## src/rtl/video_timing_pkg.sv

```systemverilog
// Shared raster geometry, coordinate type and lock FSM states for the D8M loopback video path.
// Latency: none (declarations only).
// Backpressure: none; consumers advance on their own pixel strobe.
package video_timing_pkg;

  localparam int COORD_W = 13;
  typedef logic [COORD_W-1:0] coord_t;

  localparam int H_TOTAL = 800;
  localparam int H_FP    = 16;
  localparam int H_SYNC  = 96;
  localparam int H_BLANK = 160;

  localparam int V_TOTAL = 525;
  localparam int V_FP    = 10;
  localparam int V_SYNC  = 2;
  localparam int V_BLANK = 45;

  localparam int V_LOCK_LINE = 0;
  localparam int MISS_LIMIT  = 2;

  typedef enum logic [0:0] {
    ST_SEARCH = 1'b0,
    ST_LOCKED = 1'b1
  } lock_state_e;

endpackage

```

## src/rtl/video_pos_timing_gen_if.sv

```systemverilog
// Pixel strobe and camera vsync in, raster counters and decoded timing out.
// Latency: none (wiring only).
// Backpressure: none; everything moves on pix_en.
interface video_pos_timing_gen_if;
  import video_timing_pkg::*;

  logic   pix_en;
  logic   ext_vs;
  coord_t x_count;
  coord_t y_count;
  coord_t col;
  coord_t row;
  logic   hs_n;
  logic   vs_n;
  logic   de;
  logic   line_start;
  logic   frame_start;
  logic   locked;

  modport master (
    input  pix_en, ext_vs,
    output x_count, y_count, col, row, hs_n, vs_n, de, line_start, frame_start, locked
  );

  modport slave (
    output pix_en, ext_vs,
    input  x_count, y_count, col, row, hs_n, vs_n, de, line_start, frame_start, locked
  );

endinterface

```

## src/rtl/vs_lock_fsm.sv

```systemverilog
// Locks the raster phase to camera vsync rising edges; drops lock on repeated misses or silence.
// Latency: reload is combinational in the edge cycle; locked is registered with the counters.
// Backpressure: none; all state holds while pix_en is low.
module vs_lock_fsm
  import video_timing_pkg::*;
#(
  parameter int P_H_TOTAL     = H_TOTAL,
  parameter int P_V_TOTAL     = V_TOTAL,
  parameter int P_V_LOCK_LINE = V_LOCK_LINE,
  parameter int P_MISS_LIMIT  = MISS_LIMIT
) (
  input  logic   clk,
  input  logic   rst_n,
  input  logic   pix_en,
  input  logic   ext_vs,
  input  coord_t x_count,
  input  coord_t y_count,
  output logic   reload,
  output logic   locked
);

  // The natural roll onto the lock line happens from this position.
  localparam coord_t X_LAST    = coord_t'(P_H_TOTAL - 1);
  localparam coord_t Y_PREV    = coord_t'((P_V_LOCK_LINE + P_V_TOTAL - 1) % P_V_TOTAL);
  localparam logic [3:0] MISS_LAST = 4'(P_MISS_LIMIT - 1);
  localparam logic [1:0] TO_LAST   = 2'd1;

  lock_state_e state_q, state_d;
  logic [3:0]  miss_q, miss_d;
  logic [1:0]  to_q, to_d;
  logic        vs_dly_q, vs_dly_d;
  logic        edge_seen;
  logic        at_lock_pt;

  // Edge detect, miss/timeout bookkeeping and next-state decode.
  always_comb begin
    vs_dly_d   = pix_en ? ext_vs : vs_dly_q;
    edge_seen  = pix_en && ext_vs && !vs_dly_q;
    at_lock_pt = pix_en && (x_count == X_LAST) && (y_count == Y_PREV);
    state_d    = state_q;
    miss_d     = miss_q;
    to_d       = to_q;
    reload     = 1'b0;
    case (state_q)
      ST_SEARCH: begin
        if (edge_seen) begin
          reload  = 1'b1;
          state_d = ST_LOCKED;
          miss_d  = '0;
          to_d    = '0;
        end
      end
      ST_LOCKED: begin
        if (edge_seen) begin
          to_d = '0;
          if (at_lock_pt) begin
            miss_d = '0;
          end else if (miss_q >= MISS_LAST) begin
            // Too many misses: give up without reloading; the next edge realigns.
            state_d = ST_SEARCH;
            miss_d  = '0;
          end else begin
            miss_d = miss_q + 4'd1;
          end
        end else if (at_lock_pt) begin
          if (to_q >= TO_LAST) begin
            state_d = ST_SEARCH;
            to_d    = '0;
          end else begin
            to_d = to_q + 2'd1;
          end
        end
      end
      default: state_d = ST_SEARCH;
    endcase
  end

  // State register.
  always_ff @(posedge clk or negedge rst_n) begin
    if (!rst_n) begin
      state_q  <= ST_SEARCH;
      miss_q   <= '0;
      to_q     <= '0;
      vs_dly_q <= 1'b0;
    end else begin
      state_q  <= state_d;
      miss_q   <= miss_d;
      to_q     <= to_d;
      vs_dly_q <= vs_dly_d;
    end
  end

  assign locked = (state_q == ST_LOCKED);

endmodule

```

## src/rtl/video_pos_timing_gen.sv

```systemverilog
// Raster counters, active-area coordinates and sync/de decodes, phase-locked to camera vsync.
// Latency: all outputs registered together; decodes are coherent with x_count/y_count.
// Backpressure: none; pix_en low freezes everything and suppresses the start pulses.
module video_pos_timing_gen
  import video_timing_pkg::*;
#(
  parameter int P_H_TOTAL     = H_TOTAL,
  parameter int P_H_FP        = H_FP,
  parameter int P_H_SYNC      = H_SYNC,
  parameter int P_H_BLANK     = H_BLANK,
  parameter int P_V_TOTAL     = V_TOTAL,
  parameter int P_V_FP        = V_FP,
  parameter int P_V_SYNC      = V_SYNC,
  parameter int P_V_BLANK     = V_BLANK,
  parameter int P_V_LOCK_LINE = V_LOCK_LINE,
  parameter int P_MISS_LIMIT  = MISS_LIMIT
) (
  input logic                    clk,
  input logic                    rst_n,
  video_pos_timing_gen_if.master vif
);

  localparam coord_t ONE     = coord_t'(1);
  localparam coord_t X_LAST  = coord_t'(P_H_TOTAL - 1);
  localparam coord_t Y_LAST  = coord_t'(P_V_TOTAL - 1);
  localparam coord_t Y_LOCK  = coord_t'(P_V_LOCK_LINE);
  localparam coord_t HS_BEG  = coord_t'(P_H_FP);
  localparam coord_t HS_END  = coord_t'(P_H_FP + P_H_SYNC);
  localparam coord_t VS_BEG  = coord_t'(P_V_FP);
  localparam coord_t VS_END  = coord_t'(P_V_FP + P_V_SYNC);
  localparam coord_t H_ACT   = coord_t'(P_H_BLANK);
  localparam coord_t V_ACT   = coord_t'(P_V_BLANK);
  // Blanking coordinates deliberately wrap high (e.g. 8032..8191); downstream relies on it.
  localparam coord_t COL_RST = coord_t'((1 << COORD_W) - P_H_BLANK);
  localparam coord_t ROW_RST = coord_t'((1 << COORD_W) - P_V_BLANK);

  coord_t x_q, x_d, y_q, y_d, col_q, col_d, row_q, row_d;
  logic   hs_n_q, hs_n_d, vs_n_q, vs_n_d, de_q, de_d;
  logic   line_start_q, line_start_d, frame_start_q, frame_start_d;
  logic   reload;
  logic   locked;

  vs_lock_fsm #(
    .P_H_TOTAL     (P_H_TOTAL),
    .P_V_TOTAL     (P_V_TOTAL),
    .P_V_LOCK_LINE (P_V_LOCK_LINE),
    .P_MISS_LIMIT  (P_MISS_LIMIT)
  ) u_lock (
    .clk     (clk),
    .rst_n   (rst_n),
    .pix_en  (vif.pix_en),
    .ext_vs  (vif.ext_vs),
    .x_count (x_q),
    .y_count (y_q),
    .reload  (reload),
    .locked  (locked)
  );

  // Next counter values, then decodes taken from those next values so they register together.
  always_comb begin
    x_d = x_q;
    y_d = y_q;
    if (vif.pix_en) begin
      if (reload) begin
        x_d = '0;
        y_d = Y_LOCK;
      end else if (x_q == X_LAST) begin
        x_d = '0;
        y_d = (y_q == Y_LAST) ? '0 : y_q + ONE;
      end else begin
        x_d = x_q + ONE;
      end
    end
    col_d         = x_d - H_ACT;
    row_d         = y_d - V_ACT;
    hs_n_d        = !((x_d >= HS_BEG) && (x_d < HS_END));
    vs_n_d        = !((y_d >= VS_BEG) && (y_d < VS_END));
    de_d          = (x_d >= H_ACT) && (y_d >= V_ACT);
    line_start_d  = vif.pix_en && (x_d == '0);
    frame_start_d = line_start_d && (y_d == '0);
  end

  // Output registers.
  always_ff @(posedge clk or negedge rst_n) begin
    if (!rst_n) begin
      x_q           <= '0;
      y_q           <= '0;
      col_q         <= COL_RST;
      row_q         <= ROW_RST;
      hs_n_q        <= 1'b1;
      vs_n_q        <= 1'b1;
      de_q          <= 1'b0;
      line_start_q  <= 1'b0;
      frame_start_q <= 1'b0;
    end else begin
      x_q           <= x_d;
      y_q           <= y_d;
      col_q         <= col_d;
      row_q         <= row_d;
      hs_n_q        <= hs_n_d;
      vs_n_q        <= vs_n_d;
      de_q          <= de_d;
      line_start_q  <= line_start_d;
      frame_start_q <= frame_start_d;
    end
  end

  assign vif.x_count     = x_q;
  assign vif.y_count     = y_q;
  assign vif.col         = col_q;
  assign vif.row         = row_q;
  assign vif.hs_n        = hs_n_q;
  assign vif.vs_n        = vs_n_q;
  assign vif.de          = de_q;
  assign vif.line_start  = line_start_q;
  assign vif.frame_start = frame_start_q;
  assign vif.locked      = locked;

endmodule

```

## src/flat_wrapper.sv

```systemverilog
// flat-port wrapper written by rule: the top's interface ports become plain ports
module video_pos_timing_gen_flat import video_timing_pkg::*;
#(
  parameter int P_H_TOTAL     = H_TOTAL,
  parameter int P_H_FP        = H_FP,
  parameter int P_H_SYNC      = H_SYNC,
  parameter int P_H_BLANK     = H_BLANK,
  parameter int P_V_TOTAL     = V_TOTAL,
  parameter int P_V_FP        = V_FP,
  parameter int P_V_SYNC      = V_SYNC,
  parameter int P_V_BLANK     = V_BLANK,
  parameter int P_V_LOCK_LINE = V_LOCK_LINE,
  parameter int P_MISS_LIMIT  = MISS_LIMIT
)
  (clk, rst_n, vif_pix_en, vif_ext_vs, vif_x_count, vif_y_count, vif_col, vif_row, vif_hs_n, vif_vs_n, vif_de, vif_line_start, vif_frame_start, vif_locked);
  video_pos_timing_gen_if vif_i ();
  input logic clk;
  input logic rst_n;
  input wire logic [$bits(vif_i.pix_en)-1:0] vif_pix_en;
  input wire logic [$bits(vif_i.ext_vs)-1:0] vif_ext_vs;
  output wire logic [$bits(vif_i.x_count)-1:0] vif_x_count;
  output wire logic [$bits(vif_i.y_count)-1:0] vif_y_count;
  output wire logic [$bits(vif_i.col)-1:0] vif_col;
  output wire logic [$bits(vif_i.row)-1:0] vif_row;
  output wire logic [$bits(vif_i.hs_n)-1:0] vif_hs_n;
  output wire logic [$bits(vif_i.vs_n)-1:0] vif_vs_n;
  output wire logic [$bits(vif_i.de)-1:0] vif_de;
  output wire logic [$bits(vif_i.line_start)-1:0] vif_line_start;
  output wire logic [$bits(vif_i.frame_start)-1:0] vif_frame_start;
  output wire logic [$bits(vif_i.locked)-1:0] vif_locked;
  assign vif_i.pix_en = vif_pix_en;
  assign vif_i.ext_vs = vif_ext_vs;
  assign vif_x_count = vif_i.x_count;
  assign vif_y_count = vif_i.y_count;
  assign vif_col = vif_i.col;
  assign vif_row = vif_i.row;
  assign vif_hs_n = vif_i.hs_n;
  assign vif_vs_n = vif_i.vs_n;
  assign vif_de = vif_i.de;
  assign vif_line_start = vif_i.line_start;
  assign vif_frame_start = vif_i.frame_start;
  assign vif_locked = vif_i.locked;
  video_pos_timing_gen #(.P_H_TOTAL(P_H_TOTAL), .P_H_FP(P_H_FP), .P_H_SYNC(P_H_SYNC), .P_H_BLANK(P_H_BLANK), .P_V_TOTAL(P_V_TOTAL), .P_V_FP(P_V_FP), .P_V_SYNC(P_V_SYNC), .P_V_BLANK(P_V_BLANK), .P_V_LOCK_LINE(P_V_LOCK_LINE), .P_MISS_LIMIT(P_MISS_LIMIT)) u_core (.clk(clk), .rst_n(rst_n), .vif(vif_i));
endmodule
```

## config.mk

```make
export PLATFORM = sky130hd
export DESIGN_NAME = video_pos_timing_gen_flat
export DESIGN_NICKNAME = d
export VERILOG_FILES = /design/src/rtl/video_timing_pkg.sv /design/src/rtl/video_pos_timing_gen_if.sv /design/src/rtl/vs_lock_fsm.sv /design/src/rtl/video_pos_timing_gen.sv /design/src/flat_wrapper.sv
export SDC_FILE = /design/constraint.sdc
export NUM_CORES = 1
export LEC_CHECK = 0
export CAP_MARGIN = 20
export CORE_UTILIZATION = 39
export DETAILED_ROUTE_END_ITERATION = 16
export SLEW_MARGIN = 10
export SYNTH_ARGS = -nofsm -noshare
export SYNTH_HDL_FRONTEND = slang
export SYNTH_SLANG_ARGS = --single-unit
```

## constraint.sdc

```tcl
create_clock -name clk -period 3.8 [get_ports clk]
set_input_delay 0.76 -clock clk [delete_from_list [all_inputs] [get_ports clk]]
set_output_delay 0.76 -clock clk [all_outputs]
set_load 0.02 [all_outputs]
```

## Word-level counts from Yosys, hierarchy flattened

Index checks and enable logic that the tools add are counted.

| storage, ports and cells | value |
|---|---|
| output and inout bits | 58 |
| logic and storage cells | 74 |
| input port bits | 4 |
| register bits | 65 |

| cells by class | value |
|---|---|
| $lt $le $gt $ge | 8 |
| bitwise logic cells | 1 |
| $add $sub $neg | 6 |
| mux-type cells | 25 |
| reduce and logical (&&, ||, !) cells | 16 |
| equality and inequality tests | 5 |

Operators by type and width:

| kind | number |
|---|---|
| 13-bit 2-to-1 mux | 7 |
| 13-bit by 1-bit adder with 13-bit output, second input constant | 2 |
| 13-bit by 10-bit == test with 1-bit output, second input constant | 2 |
| 13-bit zero test | 2 |
| 4-bit 2-to-1 mux | 4 |
| 13-bit by 4-bit greater-or-equal comparator with 1-bit output, second input constant | 1 |
| 13-bit by 5-bit greater-or-equal comparator with 1-bit output, second input constant | 1 |
| 13-bit by 6-bit greater-or-equal comparator with 1-bit output, second input constant | 1 |
| 13-bit by 8-bit greater-or-equal comparator with 1-bit output, second input constant | 1 |
| 13-bit by 4-bit < comparator with 1-bit output, second input constant | 1 |
| 13-bit by 7-bit < comparator with 1-bit output, second input constant | 1 |
| 13-bit by 6-bit subtractor with 13-bit output, second input constant | 1 |
| 13-bit by 8-bit subtractor with 13-bit output, second input constant | 1 |
| 1-bit logical AND | 9 |
| 2-bit 2-to-1 mux | 4 |
| 4-bit case mux with 2 select lines | 1 |
| 1-bit 2-to-1 mux | 7 |
| 4-bit by 1-bit adder with 4-bit output, second input constant | 1 |
| 4-bit by 1-bit greater-or-equal comparator with 1-bit output, second input constant | 1 |
| 2-bit case mux with 2 select lines | 1 |
| 2-bit AND reduction | 2 |
| 1-bit zero test | 3 |
| 3-bit by 1-bit inequality test with 1-bit output, second input constant | 1 |
| 2-bit by 1-bit adder with 2-bit output, second input constant | 1 |
| other kinds (5) | 5 |

## Depth between registers and ports, before layout

| depth | value |
|---|---|
| depth in word-level cells | 9 |
| depth in mapped cells | 14 |
| depth with buffers taken out | 13 |

## Modules after synthesis

From an unflattened synthesis, not the netlist that was laid out.

| unflattened totals | value |
|---|---|
| cells, all modules | 362 |
| area, all modules | 3567.2 sq um |

Modules (own cells, without submodules):

| module | cells an instance | area an instance (sq um) | times used | sequential area each (sq um) |
|---|---|---|---|---|
| video_pos_timing_gen | 310 | 3020.4 | 1 | 1325.0 |
| vs_lock_fsm | 52 | 546.8 | 1 | 200.2 |

## Worst setup path after synthesis

Ideal clock, no wire load.

| timing | value |
|---|---|
| path kind | reg2reg |
| start | register u_core.x_q[0], in the netlist u_core.vif.x_count[0] |
| end | register u_core.col_q[11], in the netlist u_core.vif.col[11] |
| path buffers | 2 |
| cell stages (with the launch flop) | 12 |
| slack | 0.922 ns |
| library setup time | 0.088 ns |
| arrival time | 2.790 ns |
| cell sequence | dfrtp_1 ha_1 and4_1 nand4_1 clkbuf_1 nand2_1 clkbuf_1 or2_2 ha_1 o21ai_0 nor3_1 xor2_1 |

| on the way | value |
|---|---|
| longest elaborated chain between the ends | 5 |
| elaborated cells on any way between the ends | 6 |
| classes of those cells | add/sub: 2; eq/ne: 1; mux: 3 |

RTL lines:

| item | RTL line | source |
|---|---|---|
| from (decl) | video_pos_timing_gen.sv:37 | `coord_t x_q, x_d, y_q, y_d, col_q, col_d, row_q, row_d;` |
| from (signal assigned) | video_pos_timing_gen.sv:86 | `x_q <= '0;` |
| from (signal assigned) | video_pos_timing_gen.sv:96 | `x_q <= x_d;` |
| 13-bit by 1-bit adder with 13-bit output or 13-bit by 10-bit == test with 1-bit output (tied branches) | video_pos_timing_gen.sv:71, video_pos_timing_gen.sv:67 |  |
| 13-bit 2-to-1 mux | video_pos_timing_gen.sv:67 | `end else if (x_q == X_LAST) begin` |
| 13-bit 2-to-1 mux | video_pos_timing_gen.sv:64 | `if (reload) begin` |
| 13-bit 2-to-1 mux (*) | video_pos_timing_gen.sv:63 | `if (vif.pix_en) begin` |
| 13-bit by 8-bit subtractor with 13-bit output (*) | video_pos_timing_gen.sv:74 | `col_d = x_d - H_ACT;` |
| net u_core.col_d[11] | video_pos_timing_gen.sv:37 |  |
| to (signal assigned) | video_pos_timing_gen.sv:98 | `col_q <= col_d;` |
| to (decl) | video_pos_timing_gen.sv:37 |  |

Mark *: on every way through the listed nets, which the timed path passes. The rest lies on a longest branch.
A chain may end at the register's enable or synchronous reset.

## Worst setup path after layout

| timing | value |
|---|---|
| start | register u_core.y_q[0], in the netlist u_core.vif.y_count[0] |
| end | register u_core.frame_start_q, in the netlist u_core.vif.frame_start |

| on the way | value |
|---|---|
| longest elaborated chain between the ends | 7 |
| elaborated cells on any way between the ends | 8 |
| classes of those cells | add/sub: 1; eq/ne: 1; mux: 4; reduce/logical: 2 |

RTL lines:

| item | RTL line | source |
|---|---|---|
| from (decl) | video_pos_timing_gen.sv:37 |  |
| from (signal assigned) | video_pos_timing_gen.sv:97 | `y_q <= y_d;` |
| 13-bit by 1-bit adder with 13-bit output or 13-bit by 10-bit == test with 1-bit output (tied branches) | video_pos_timing_gen.sv:69 | `y_d = (y_q == Y_LAST) ? '0 : y_q + ONE;` |
| 13-bit 2-to-1 mux | video_pos_timing_gen.sv:69 |  |
| 13-bit 2-to-1 mux | video_pos_timing_gen.sv:67 |  |
| 13-bit 2-to-1 mux | video_pos_timing_gen.sv:64 |  |
| 13-bit 2-to-1 mux (*) | video_pos_timing_gen.sv:63 |  |
| 13-bit zero test (*) | video_pos_timing_gen.sv:80 | `frame_start_d = line_start_d && (y_d == '0);` |
| 1-bit logical AND (*) | video_pos_timing_gen.sv:80 |  |
| net u_core.frame_start_d | video_pos_timing_gen.sv:39 | `logic line_start_q, line_start_d, frame_start_q, frame_start_d;` |
| to (signal assigned) | video_pos_timing_gen.sv:104 | `frame_start_q <= frame_start_d;` |
| to (decl) | video_pos_timing_gen.sv:39 |  |

Marked as above.

==> results.md <==
* Status: completed
* DP HPWL at 6508 um
* Wire per inst at 15.86 um
* Synth top area share at 29.56%
* Post-Route WL at 8515 um
* Total CTS buffers at 9
* Synth top area cells: dfrtp_1 30%, dfstp_2 14%, ha_1 4.7%
* Via count of the routed design at 2867
* Utilization after layout at 50.79%
* Setup CP Type: flop to flop
* Post-synth top flop: dfrtp_1
* DRT Pass-1 Iters at 4
* Critical path startpoint category: flop
* Die area at between 9000 and 10000 um2
* Largest net degree at the start of global routing at 47
* Tot GR Track Use at 19.69%
* Setup_tns at 0 ns
* Clk sinks at 60
* Synthesized area at 3471 um2
* Crit path DAT at 3.56 ns
* Clk slew on worst S/H paths at 0.08 ns
* Max cap viols at 0
* Top cells by count, synth: 41 x dfrtp_1, 29 x nor2_1, 27 x nand2_1, 23 x inv_1, 21 x o21ai_0
* Post-CTS Repair Setup Buffers at 0
* Initial antenna violation count at 0
* Final setup vio count at 0
* Final std cells w/o fill at 537
* Final cycle utilization of the critical path at 86.43%
* Count leader, synth: dfrtp_1
* Initial Util at 39.99%
* Clock root buffer: clkbuf_8
* Max IR drop VDD at 211.7 uV
* Inst Count DP at 520
* Worst Path Max Fanout at 9
* Async SR Flop Fraction at 100.0%
* Horiz. Die Dim at 96.34 um
* Clock tree buffer depth at 2
* Worst Skew at about 0.012 ns
* NumNets Final at between 400 and 500
* Pins Over Slew Limit at 0
* Post-synthesis cell count at 357
* Initial DRC count at 87
* Required time worst endpoint at around 4 ns
* Worst-margin pin slew at just under 0.6 ns
* # DRC at 0
* Clk Latency, worst-skew pair at around 0.34 ns
* Power per Cell Area at 510.5 nW/um2
* Via density at 5.339
* Post-synthesis cell type count at 71
* Area delta synth->final at 27.00%
* Vias in the first global route at 2726
* CTS tree: done
* Syn avg cell area at roughly 10 um2
* IO buf count at between 60 and 70
* Antenna cells at 0
* GPL Wtd Cong at 0.8804
* Hold_buf cts at 0
* Grt total ovfl at 0
* Antenna Nets Post-Route at 0
* Final hold vios at 0
* Hold Crit Class: input pin to asynchronous set/reset pin
* Share of post-route cells with drive strength above 1 at between 10% and 20%
* CP endpoint kind: flop
* Die height at 96.34 um
* Largest area contributor in the netlist: dfrtp_1
* P_leak at 1.860 nW
* First-pass GRT wire length at 13540 um
* IO Count at 62
* Number of synthesized flops with an enable pin at 0
* Post-CTS sizing at 0
* Fmax at between 0.3 and 0.4 GHz
* Depth of the CTS H-tree at 3
* Crit path time final at 3.284 ns
* Yosys warns at 0
* Relative slew slack at between 60 and 70%
* Post-Syn Nets at approximately 370
* RSZ-0062 raised after global routing: false
* Flop and latch count out of synthesis at 60
* Seq/Total Area, Yosys at 43.94%
* # rows at 34
* Total core area at 8678 um2
sequential cells by signal (all words and copies together) (netlist names), 2 cells and up:
| register | flops |
|---|---|
| u_core.vif.row | 13 |
| u_core.vif.x_count | 13 |
| u_core.vif.y_count | 13 |
| u_core.vif.col | 8 |
| u_core.u_lock.miss_q | 4 |
| u_core.u_lock.to_q | 2 |
area by class of cell:
class,instances,area (um2)
fill,828,4270
multi-input combinational,257,1729
sequential,60,1525
timing repair buffer,73,715.7
clock buffer,11,141.4
tap,108,135.1
inverter,23,86.33
clock inverter,5,75.07
metal layers:
| metal | share of wire (%) | GRT usage [%] | routed length [um] | up-vias |
|---|---|---|---|---|
| met5 | 0 | 0 | 0 | - |
| met4 | 1.2 | 5.392 | 103 | 0 |
| met3 | 5.0 | 5.450 | 426 | 10 |
| met2 | 49 | 32.57 | 4169 | 74 |
| met1 | 45 | 25.21 | 3815 | 1382 |
| li1 | - | - | - | 1401 |
per-stage QoR:
step	setup slack, ns	area [um2]	hold WS, ns	power (mW)
after floorplan	0.9220	3471	0.4449	1.347
after global placement	0.1830	4164	0.4691	1.618
after detailed placement	0.1154	4164	0.4750	1.624
after CTS	0.4825	4380	0.4950	2.269
after global routing	0.1205	4408	0.3974	2.379
final	0.5157	4408	0.3750	2.250
cell usage in the layout (no fill, tap or decap), drive strengths merged, types with 4 or more instances in the layout:
master         instances
a21oi                 18
a31oi                  5
and2                   7
and4                   6
buf                   13
clkbuf                11
clkdlybuf4s50         60
dfrtp                 41
dfstp                 19
ha                    13
inv                   23
nand2                 27
nand3                 15
nand4                 12
nor2                  30
nor3                  12
nor4                   9
o21ai                 21
or3                    4
xnor2                 13
xor2                  15
cell families (layout without fill, tap and decap cells):
family / count (synthesis) / after routing / synth area share (%)
and+or+nand+nor: 148 / 148 / 24.37
AOI/OAI and AO/OA: 65 / 65 / 12.80
DFF: 60 / 60 / 43.94
buffers and inverters: 40 / 112 / 6.236
xor gates and xnor gates: 28 / 28 / 7.066
adders and majority gates: 13 / 13 / 4.686
muxes: 3 / 3 / 0.9012
path summary, 6_finish.rpt:
path	start	to	slack, ns	depth (start not counted)
min	rst_n	u_core.vif.col[7]	0.38	1
min in group clk	u_core.u_lock.miss_q[3]	u_core.u_lock.miss_q[3]	0.49	1
max reg2reg	u_core.vif.y_count[0]	u_core.vif.frame_start	0.52	10
min reg2reg	u_core.u_lock.miss_q[3]	u_core.u_lock.miss_q[3]	0.49	1
max in group asynchronous	rst_n	u_core.vif.row[0]	2.74	2
max	u_core.vif.y_count[0]	u_core.vif.frame_start	0.52	10
report_power, final:
group,internal (mW),switching (mW)
Sequential,0.762,0.105
Combinational,0.350,0.394
Clock,0.384,0.255
Total,1.50,0.754
worst max-delay path, cell delays in order (launching register included):
cell and delay, ns:
dfrtp_1 0.43, inv_1 0.14, ha_1 0.18, nor4b_1 0.38
nand4_1 0.42, o21ai_0 0.44, nor3b_1 0.10, a21oi_1 0.35
nand4_1 0.26, nor3_1 0.30, and4b_1 0.23
Note: power is estimated with default switching activity, not from simulation.
